### src/rtl/alu_rr_arbiter.sv
// Round-robin front end for a single shared combinational ALU.
// One request is accepted at a time; the result comes back on a tagged response channel.
module alu_rr_arbiter #(
    parameter int NREQ = 4,
    parameter int W    = 32,
    parameter int IDW  = 2
) (
    input  logic                clk,
    input  logic                rst_n,
    input  logic [NREQ-1:0]     req_valid,
    output logic [NREQ-1:0]     req_ready,
    input  logic [NREQ*W-1:0]   req_a,
    input  logic [NREQ*W-1:0]   req_b,
    input  logic [NREQ*3-1:0]   req_op,
    output logic [W-1:0]        alu_a,
    output logic [W-1:0]        alu_b,
    output logic [2:0]          alu_op,
    input  logic [W-1:0]        alu_q,
    output logic                rsp_valid,
    input  logic                rsp_ready,
    output logic [W-1:0]        rsp_data,
    output logic [IDW-1:0]      rsp_id,
    output logic                rsp_err,
    output logic                busy
);

    // state | meaning
    // IDLE  | waiting for a request; grant and capture operands
    // EXEC  | operands on the ALU; register the result
    // RESP  | response presented until rsp_ready
    localparam logic [1:0] IDLE = 2'd0;
    localparam logic [1:0] EXEC = 2'd1;
    localparam logic [1:0] RESP = 2'd2;

    logic [1:0]      state;
    logic [IDW-1:0]  rr_ptr;
    logic [IDW-1:0]  owner;
    logic [IDW-1:0]  grant;
    logic            found;
    logic [NREQ-1:0] rot;
    logic [NREQ-1:0] rot_k;
    logic [W-1:0]    sel_a;
    logic [W-1:0]    sel_b;
    logic [2:0]      sel_op;
    logic            illegal;
    int              idx;

    // Rotate the valid vector so bit 0 is the requester at rr_ptr, then take the first set bit.
    always_comb begin
        rot   = NREQ'({req_valid, req_valid} >> rr_ptr);
        rot_k = '0;
        found = 1'b0;
        idx   = 0;
        for (int k = 0; k < NREQ; k++) begin
            rot_k = rot >> k;
            if (!found && rot_k[0]) begin
                found = 1'b1;
                idx   = int'(rr_ptr) + k;
                if (idx >= NREQ) idx = idx - NREQ;
            end
        end
        grant = IDW'(idx);
    end

    assign sel_a   = W'(req_a >> (int'(grant) * W));
    assign sel_b   = W'(req_b >> (int'(grant) * W));
    assign sel_op  = 3'(req_op >> (int'(grant) * 3));
    assign illegal = (alu_op > 3'b100);

    // Gated by rst_n so a held request never sees ready while reset is asserted.
    assign req_ready = (rst_n && state == IDLE && found) ? (NREQ'(1) << grant) : '0;
    assign busy      = (state != IDLE);

    always_ff @(posedge clk or negedge rst_n) begin
        if (!rst_n) begin
            state     <= IDLE;
            rr_ptr    <= '0;
            owner     <= '0;
            alu_a     <= '0;
            alu_b     <= '0;
            alu_op    <= '0;
            rsp_valid <= 1'b0;
            rsp_data  <= '0;
            rsp_id    <= '0;
            rsp_err   <= 1'b0;
        end else begin
            case (state)
                IDLE: begin
                    if (found) begin
                        alu_a  <= sel_a;
                        alu_b  <= sel_b;
                        alu_op <= sel_op;
                        owner  <= grant;
                        rr_ptr <= (grant == IDW'(NREQ - 1)) ? '0 : grant + IDW'(1);
                        state  <= EXEC;
                    end
                end
                EXEC: begin
                    rsp_data  <= illegal ? '0 : alu_q;
                    rsp_err   <= illegal;
                    rsp_id    <= owner;
                    rsp_valid <= 1'b1;
                    state     <= RESP;
                end
                RESP: begin
                    if (rsp_ready) begin
                        rsp_valid <= 1'b0;
                        state     <= IDLE;
                    end
                end
                default: state <= IDLE;
            endcase
        end
    end

endmodule
### config.mk
export PLATFORM = sky130hd
export DESIGN_NAME = alu_rr_arbiter
export DESIGN_NICKNAME = d
export VERILOG_FILES = /design/src/rtl/alu_rr_arbiter.sv
export SDC_FILE = /design/constraint.sdc
export NUM_CORES = 1
export LEC_CHECK = 0
export BUFFER_PORTS_ARGS = -buffer_cell sky130_fd_sc_hd__buf_2
export CORE_AREA = 4 4 157 159
export CTS_CLUSTER_DIAMETER = 80
export CTS_CLUSTER_SIZE = 28
export DETAILED_ROUTE_END_ITERATION = 6
export DIE_AREA = 0 0 161 163
export PLACE_DENSITY = 0.6
export SLEW_MARGIN = 20
export SYNTH_ARGS = -nofsm -noshare
export SYNTH_HDL_FRONTEND = slang
export SYNTH_SLANG_ARGS = --single-unit
### constraint.sdc
create_clock -name clk -period 3.28 [get_ports clk]
set_input_delay 0.656 -clock clk [delete_from_list [all_inputs] [get_ports clk]]
set_output_delay 0.656 -clock clk [all_outputs]
set_load 0.03 [all_outputs]
==> results of run 1 <==
metal layers:
metal	routed length, um	share of wire (%)	track usage (%)	up-vias
li1	-	-	-	2764
met1	8743	39	18.52	2765
met5	0	0	0	-
met2	11280	51	28.49	296
met3	1701	7.7	3.898	26
met4	469	2.1	5.584	0
cell type report:
cell class              count  area, sq um
fillers                  2411        14980
flip-flops and latches    109         2728
multi-input cells         346         2629
repair buffers            426         2190
well taps                 319        399.1
clock buffers               9        225.2
clock inverters             7        93.84
inverters                   4        15.01
flip-flops by register name, summed over array words and instances (netlist names):
| name | count |
|---|---|
| rsp_valid | 1 |
| rr_ptr | 2 |
| rsp_err | 1 |
| state | 2 |
| owner | 2 |
| alu_op | 3 |
| alu_a | 32 |
| rsp_data | 32 |
| rsp_id | 2 |
| alu_b | 32 |
synth_stat cells, drive strengths merged:
| library cell | instances |
|---|---|
| a22o | 32 |
| a211oi | 2 |
| nor2b | 1 |
| or2 | 2 |
| a221oi | 67 |
| o211a | 1 |
| a21oi | 5 |
| o22a | 1 |
| or3 | 1 |
| mux2i | 68 |
| nor4 | 1 |
| nand2b | 2 |
| ha | 1 |
| and3 | 3 |
| o21a | 1 |
| o21ai | 4 |
| nor2 | 73 |
| a21boi | 1 |
| dfrtp | 109 |
| inv | 4 |
| nand2 | 9 |
| mux2 | 2 |
| clkbuf | 20 |
| o22ai | 67 |
| a21o | 1 |
| nor3b | 1 |
| buf | 34 |
worst max-delay path, stage by stage, from the launching register on:
cell	delay (ps)
dfrtp_1	480
mux2i_1	200
a211oi_4	330
inv_1	100
ha_1	200
and3_1	150
buf_2	180
per-stage QoR:
step	cell area [sq um]	std cells	utilization [%]
after floorplan	5603	513	-
after global placement	7960	1204	34.22
after detailed placement	7960	1204	34.22
after CTS	8279	1220	35.59
after global routing	8279	1220	35.59
final	8279	1220	35.59
cells by family after synthesis:
family                   share of synthesized area, %
buffers and inverters                           4.913
flip-flops                                      48.68
AO/OA/AOI/OAI                                   26.89
AND/OR/NAND/NOR                                 6.744
multiplexers                                    12.55
adder cells (fa/ha/maj)                        0.2233
power by group through the flow:
stage	combinational [uW]	clock, uW	sequential (uW)
2_1_floorplan	2300	0	3530
3_3_place_gp	4950	0	2370
3_5_place_dp	5000	0	2380
4_1_cts	5000	1240	2370
5_1_grt	5330	1290	2450
6_report	4960	1180	2360
worst paths after layout:
path | startpoint | to | slack [ps] | cells past startpoint
min | rst_n | alu_op[2] | 140 | 1
max | rr_ptr[1] | req_ready[2] | 640 | 6
min in group clk | owner[1] | owner[1] | 470 | 2
max reg2reg | rr_ptr[0] | alu_a[30] | 1070 | 6
min reg2reg | owner[1] | owner[1] | 470 | 2
max in group asynchronous | rst_n | alu_b[21] | 2010 | 2
==> metrics.txt, run 1 <==
Slew headroom 35.54%; Hold Slack 143.1 ps; io pins approximately 420; post-synthesis sequential area ratio roughly half; root buffer cell clkbuf_16; Worst Skew 12.14 ps; initial antenna violation count 0; critical path capture point type primary output; Synthesis Warnings 0; worst hold-check path type in -> async; Area Overhead vs Synth 47.77%; most frequent cells in the layout buf_2 (413), dfrtp_1 (109), nor2_1 (72); dpl ws 703.9 ps; CP arrival 1980 ps; CTS Buf Count 9; routed length per instance 18.19 um; max-cap violation count 0; post-cts sizing count 0; Net Sw Frac 49.33%; std cell rows 56; DIE WIDTH between 150 and 200 um; die area between 20000 and 30000 sq um; GR Overflow Total 0; setup TNS 0 ps; layout cells sized above 1 52.16%; leakage 0.004205 uW; Iter 0 DRT Violations 246; FF+latch count, synth 109; Pint 4309 uW; first-pass GRT wire length 32930 um; most common cell after layout, fill and taps aside buf_2; Vias/cell approximately 4.8; Synth area leader dfrtp_1; # diodes 0; final WL around 22000 um; # H-tree levels 3; Comb pwr share 58.3%; min Tclk post-route roughly 2600 ps; RSZ-0062 raised after global routing no; Netlist Area Pre-Place 5603 sq um; Net Sw Power 4196 uW; Clock Power Share 13.9%; die span in y 163 um; Bufs on Longest Clock Path 2; Setup violations, final 0; CTS tree built; hpwl dp 16520 um; Synth Instances 513; Layout Nets around 1200; Slew @ Worst Pin 966.9 ps; syn avg cell area 10.92 sq um; status finished, final reports clean; Vias 5851; Post-CTS Hold Buffers 0; Pwr Density 1027 nW/um^2; DRC viols 0; Yosys top cell area share 48.68%; clk slew on worst S/H paths 80 ps; Synth area leaders dfrtp_1 (49%), mux2i_1 (12%), a221oi_1 (7.5%); Clock Latency Late Sink ~360 ps; required time worst endpoint 2620 ps; Peak VDD IR 0.0005920 V; setup repair bufs after CTS 0; sequential share of power 27.8%; Worst Setup Start Kind register; largest net degree at the start of global routing 73; final setup margin 640.9 ps; GRT Total Usage 15.89%; CTS sink cnt 109; fmax 378.9 MHz; core area 23260 sq um; GPL Wtd Cong 0.8243; Final Hold Vio Count 0; vias in the first global route ~6000; Mapped Nets 821; Detailed Routing Iterations Pass 1 4; Yosys cell types 30; Antenna Violating Nets Remaining 0; Pwr Total between 8000 and 9000 uW; # port buffers 414; critical path fanouts, max 8; Final Max Slew Viols 0; fin crit share 80.46%; Initial Util 24.09%; WS Path Type reg -> out
Note: power is estimated with default switching activity, not from simulation.
==> run 2: changes to the inputs <==
--- a/config.mk
+++ b/config.mk
@@ -5,13 +5,14 @@
 export SDC_FILE = /design/constraint.sdc
 export NUM_CORES = 1
 export LEC_CHECK = 0
+export ABC_AREA = 1
 export BUFFER_PORTS_ARGS = -buffer_cell sky130_fd_sc_hd__buf_2
-export CORE_AREA = 4 4 157 159
+export CORE_AREA = 4 4 158 160
 export CTS_CLUSTER_DIAMETER = 80
 export CTS_CLUSTER_SIZE = 28
 export DETAILED_ROUTE_END_ITERATION = 6
-export DIE_AREA = 0 0 161 163
-export PLACE_DENSITY = 0.6
+export DIE_AREA = 0 0 162 164
+export PLACE_DENSITY = 0.64
 export SLEW_MARGIN = 20
 export SYNTH_ARGS = -nofsm -noshare
 export SYNTH_HDL_FRONTEND = slang
==> constraint.sdc (replaced) <==
create_clock -name clk -period 2.75 [get_ports clk]
set_input_delay 0.55 -clock clk [delete_from_list [all_inputs] [get_ports clk]]
set_output_delay 0.55 -clock clk [all_outputs]
set_load 0.03 [all_outputs]
==> run 2 against run 1 <==
Against the previous run: final area rose by 13%; register-to-register slack got worse by 590 ps; worst hold slack lost 62 ps; critical path depth up 5; area after synthesis rose by 21%; combinational power is 100% higher; core utilization up 4.5 points.
==> metrics.txt, run 2 <==
FF+latch count, synth 109; setup TNS 0 ps; largest net degree at the start of global routing 135; Net Sw Frac 56.38%; required time worst endpoint ~2200 ps; Post-Synth XOR/XNOR Area less than 1%; die span in y 164 um; fmax 379.2 MHz; Pint 6261 uW; syn avg cell area 6.901 sq um; min Tclk post-route 2637 ps; status finished, final reports clean; CP arrival 2090 ps; critical path capture point type primary output; most frequent cell after synthesis nand2_1; post-synthesis sequential area ratio 40.33%; CTS tree built; Pwr Density 1529 nW/um^2; DRC viols 0; std cell rows between 50 and 60; Mapped Nets 1288; Fill cells 2543; Synth Area in Simple Gates 46.75%; Setup violations, final 0; GRT met2 Usage approximately 33%; Area Overhead vs Synth 38.83%; Slew headroom about three fifths; most frequent cells in the layout nand2_1 (427), buf_2 (409), nand3_1 (274); clk slew on worst S/H paths 80 ps; largest family of logic cells by synthesized area simple AND/OR/NAND/NOR gates; hpwl dp 19060 um; Final Max Slew Viols 0; sequential share of power 19.9%; Final Hold Vio Count 0; GR Overflow Total 0; worst r2r src rr_ptr[0]; Comb pwr share 70.6%; GRT Total Usage 18.43%; Most Used Layer, Global Route met2; met3 Use GR 4.216%; GPL Wtd Cong 0.8505; Placed Area between 9000 and 10000 sq um; Clock Power Share roughly a tenth; Antenna Violating Nets Remaining 0; Yosys cell types 26; CTS Buf Count 9; Synth Instances about 1000; leakage 0.005408 uW; fin crit share between 90 and 100%; flop2flop setup slack 480 ps; layout cells sized above 1 between 30% and 40%; CTS sink cnt ~110; vias in the first global route 7555; Worst Setup Start Kind register; Bufs on Longest Clock Path 2; Synth area leaders dfrtp_1 (40%), nand2_1 (24%), nand3_1 (20%); Worst Skew 10.71 ps; # port buffers 414; final non-filler cell area around 9400 sq um; top flop regs alu_a: 32 flops, alu_b: 32 flops, rsp_data: 32 flops; Initial Util 28.90%; number of synthesized flops with an enable pin 0; Detailed Routing Iterations Pass 1 5; core area 23400 sq um; root buffer cell clkbuf_16; DIE WIDTH 162 um; io pins 415; Peak VDD IR 0.001661 V; Clock Latency Late Sink 350 ps; Slew @ Worst Pin 606.5 ps; Vias ~8000; final WL between 20000 and 30000 um; Post-synth ARST share 100.0%; Vias/cell 4.815; Synthesis Warnings 0; Synth Area in Compound Gates under 10%; worst r2r path cells 12; Adder-Cell Fraction of Synth Area 0.1850%; die area approximately 27000 sq um; Synth area leader dfrtp_1; worst r2r dst alu_op[1]; Netlist Area Pre-Place 6763 sq um; Iter 0 DRT Violations 480; Yosys top cell area share 40.33%; WS Path Type reg -> out; main flop type after synthesis dfrtp_1; routed length per instance 15.60 um; most common cell after layout, fill and taps aside nand2_1; # H-tree levels 3; max-cap violation count 0; worst hold-check path type in -> async; Net Sw Power 8092 uW; initial antenna violation count 2; first-pass GRT wire length 39320 um; GR Layer Usage met1 a little over a fifth; critical path fanouts, max 8; Layout Nets 1652; mux contribution to synthesized area 0%; Core Util, Final 40.12%; commonest cells in the netlist nand2_1 (431), nand3_1 (275), dfrtp_1 (109)
## run 2: how the worst max path moves through the flow
stage,from,end,slack [ps]
after floorplan,req_valid[0],req_ready[0],70
after global placement,req_valid[3],req_ready[2],260
after detailed placement,req_valid[3],req_ready[2],210
after CTS,rr_ptr[0],req_ready[2],20
after global routing,rr_ptr[0],req_ready[2],-20
final,rr_ptr[0],req_ready[2],110
## run 2: timing repair
item                                    4_1_cts  5_1_grt
hold endpoints to repair                      0        0
pin swaps                                     0        6
setup buffers                                 0        3
endpoints found under the setup margin        2        4
hold buffers                                  0        0
resized for setup                             2       21
## run 2: cell families (layout without fill, tap and decap cells)
| kind of cell | count (synthesis) | after routing |
|---|---|---|
| compound gates | 41 | 41 |
| xor+xnor | 1 | 1 |
| fa+ha+maj | 1 | 1 |
| buf+inv | 98 | 467 |
| flops | 109 | 109 |
| other cells | 0 | 1 |
| simple gates | 730 | 730 |
## run 2: critical path, cell delays in order (launching register included)
cell	delay (ps)
dfrtp_2	470
inv_4	100
nand2_1	70
nand3_1	80
nand2_2	130
a21oi_2	210
nand2_4	90
nand2_4	130
ha_1	160
inv_1	40
nor2_1	90
buf_4	170
## run 2: power by group through the flow
| stage | sequential [uW] | combinational [uW] | clock, uW |
|---|---|---|---|
| after CTS | 2840 | 10100 | 1430 |
| after global routing | 2950 | 11300 | 1480 |
| after detailed placement | 2860 | 10100 | 0 |
| after floorplan | 4180 | 6270 | 0 |
| final | 2850 | 10100 | 1370 |
| after global placement | 2840 | 9980 | 0 |
## run 2: layout make-up
| class | instances | area [sq um] | share of cell area [%] |
|---|---|---|---|
| Sequential cell | 109 | 2730 | 29.08 |
| Antenna cell | 1 | 2.502 | 0.02665 |
| Timing Repair Buffer | 432 | 2307 | 24.57 |
| Inverter | 19 | 73.82 | 0.7862 |
| Tap cell | 319 | 399.1 | 4.251 |
| Multi-Input combinational cell | 773 | 3570 | 38.02 |
| Clock buffer | 9 | 225.2 | 2.399 |
| Clock inverter | 7 | 81.33 | 0.8662 |
## run 2: through the flow
stage	std cells	hold slack [ps]	power [uW]	worst slack, ps
6_report	1669	81.48	14350	112.8
4_1_cts	1665	68.68	14390	20.79
3_3_place_gp	1649	461.7	12820	262.0
5_1_grt	1669	82.71	15690	-19.91
3_5_place_dp	1649	461.5	12960	212.3
2_1_floorplan	980	254.4	10450	67.92
## run 2: per-layer routing
metal	routed length, um	share of wire, %
met4	612	2.4
met1	10260	39
met2	13020	50
met5	13	0.050
met3	2123	8.2
==> run 3: changes to the inputs <==
--- a/config.mk
+++ b/config.mk
@@ -6,13 +6,13 @@
 export NUM_CORES = 1
 export LEC_CHECK = 0
 export ABC_AREA = 1
-export BUFFER_PORTS_ARGS = -buffer_cell sky130_fd_sc_hd__buf_2
-export CORE_AREA = 4 4 158 160
+export CORE_AREA = 4 4 161 163
 export CTS_CLUSTER_DIAMETER = 80
 export CTS_CLUSTER_SIZE = 28
 export DETAILED_ROUTE_END_ITERATION = 6
-export DIE_AREA = 0 0 162 164
-export PLACE_DENSITY = 0.64
+export DIE_AREA = 0 0 165 167
+export DONT_BUFFER_PORTS = 1
+export PLACE_DENSITY = 0.48
 export SLEW_MARGIN = 20
 export SYNTH_ARGS = -nofsm -noshare
 export SYNTH_HDL_FRONTEND = slang
==> constraint.sdc (replaced) <==
create_clock -name clk -period 2.75 [get_ports clk]
set_input_delay 0.1375 -clock clk [delete_from_list [all_inputs] [get_ports clk]]
set_output_delay 0.1375 -clock clk [all_outputs]
set_load 0.03 [all_outputs]
==> run 3 against run 2 <==
Against the previous run: critical path type is now reg -> reg; largest power group unchanged; clock-buffer cell count up 3; largest cell class unchanged; global-route usage up 0.12 points; worst hold slack worse by 63 ps; sequential power up 55%; die area up 3.7%.
==> metrics.txt, run 3 (synthesized netlist as in run 2, its figures left out) <==
io pins 415; CP peak stage delay approximately 530 ps; Fill cells between 2000 and 3000; Vias/cell 5.164; Initial Util 27.81%; Worst Setup Start Kind register; Detailed Routing Iterations Pass 1 5; top flop regs alu_a: 32 flops, alu_b: 32 flops, rsp_data: 32 flops; CTS Buf Count 9; most frequent cells in the layout nand2_1 (431), nand3_1 (275), dfrtp_1 (109); crit-path cells buf_6 > nand2_1 > nand3_1 > nand2_2 > nor2_2 > nand2_1 > nand3_2 > nor2_4 > buf_4 > nor2_4 > buf_12 > nand2_1 > nand3_1; core area 24320 sq um; max-cap violation count 0; Pwr Density around 1800 nW/um^2; CTS tree built; GR Overflow Total 0; critical path capture point type register; WS Path Type reg -> reg; critical path fanouts, max 42; DIE WIDTH 165 um; met3 Use GR 5.536%; worst r2r dst alu_op[2]; required time worst endpoint 3030 ps; most used cell, CP nand2_1; first-pass GRT wire length 39960 um; Critical-path top delay cell nor2_4; Antenna Violating Nets Remaining 0; Worst Hold Launch req_b[92]; # H-tree levels 3; largest net degree at the start of global routing 135; most common cell after layout, fill and taps aside nand2_1; initial antenna violation count 5; hold depth 4; Hold EP alu_b[28]; flop2flop setup slack 250 ps; Critical Path Source rr_ptr[0]; fmax 399.7 MHz; Clock Latency Late Sink 350 ps; Setup violations, final 0; RSZ-0062 raised after global routing no; worst hold-check path type in -> reg; fin crit share 90.97%; Slew @ Worst Pin 705.7 ps; Most Used Layer, Global Route met2; Bufs on Longest Clock Path 2; GR Layer Usage met1 22.90%; die area 27560 sq um; DRC viols 0; delay-heaviest family, CP simple AND/OR/NAND/NOR gates; routed length per instance around 21 um; std cell rows 57; Final Max Slew Viols 0; Final Hold Vio Count 0; worst r2r src rr_ptr[0]; clk slew on worst S/H paths 70 ps; CP arrival about 2800 ps; leakage 0.003952 uW; Slew headroom 52.84%; worst r2r path cells 13; Hold Slack 18.68 ps; layout cells sized above 1 5.978%; min Tclk post-route 2502 ps; Area Overhead vs Synth 15.86%; Vias 6785; GRT Total Usage a little under a fifth; root buffer cell clkbuf_16; CTS sink cnt about 110; final WL approximately 27000 um; vias in the first global route just under 7000; Peak VDD IR roughly 0.00098 V; GRT met2 Usage between 30% and 40%; die span in y 167 um; GPL Wtd Cong 0.7984; Worst Path Buf+Inv 3; # port buffers 0; hpwl dp 18720 um; Layout Nets 1291; Iter 0 DRT Violations 479; setup TNS 0 ps; Worst Skew between 9 and 10 ps; status finished, final reports clean
==> run 3: report_power, final <==
group | total (uW) | switching [uW] | internal, uW
Combinational | 8430 | 5590 | 2830
Clock | 1220 | 610 | 615
Sequential | 4430 | 2030 | 2400
Total | 14100 | 8230 | 5850
==> run 3: worst max-delay path by stage <==
stage              endpoint  slack [ps]  cells past startpoint
2_1_floorplan  req_ready[0]         510                     11
3_3_place_gp       alu_a[1]         340                     11
3_5_place_dp       alu_a[5]         320                     13
4_1_cts        req_ready[2]          20                     14
5_1_grt        req_ready[0]          20                     13
6_report          alu_op[2]         250                     13
==> run 3: worst min-delay path, cell delays in order <==
cell	delay, ps
nand2_1	30
nand2_1	50
nand2_1	40
nand3_1	70
==> run 3: what timing repair did <==
item	CTS	global route
cloned	1	1
hold endpoints to repair	154	0
endpoints found under the setup margin	1	4
hold buffers	46	0
resized for setup	0	7
pin swaps	0	1
setup buffers	0	2
==> run 3: final cells by class <==
cell class                      instances  area [sq um]  share of cell area, %
Sequential cell                       109          2728                  34.81
Tap cell                              324         405.4                  5.174
Clock buffer                           12         236.5                  3.018
Antenna cell                            3         7.507                0.09582
Clock inverter                          3         23.77                 0.3034
Multi-Input combinational cell        773          3548                  45.29
Inverter                               19         73.82                 0.9422
Timing Repair Buffer                   71         812.0                  10.36
==> run 3: per-stage QoR <==
| stage | instance area, sq um | util [%] | total power (uW) | worst slack, ps | cells |
|---|---|---|---|---|---|
| 2_1_floorplan | 6763 | - | 10450 | 505.3 | 980 |
| 3_3_place_gp | 6992 | 28.75 | 12430 | 344.9 | 1246 |
| 3_5_place_dp | 6992 | 28.75 | 12460 | 323.9 | 1246 |
| 4_1_cts | 7762 | 31.92 | 14070 | 17.19 | 1308 |
| 5_1_grt | 7833 | 32.21 | 15490 | 24.72 | 1313 |
| 6_report | 7835 | 32.22 | 14080 | 248.3 | 1314 |
==> run 3: layer usage <==
layer	wire, um	part of all wire [%]
met4	420	1.5
met5	28	0.10
met3	2268	8.3
met2	13580	50
met1	10870	40
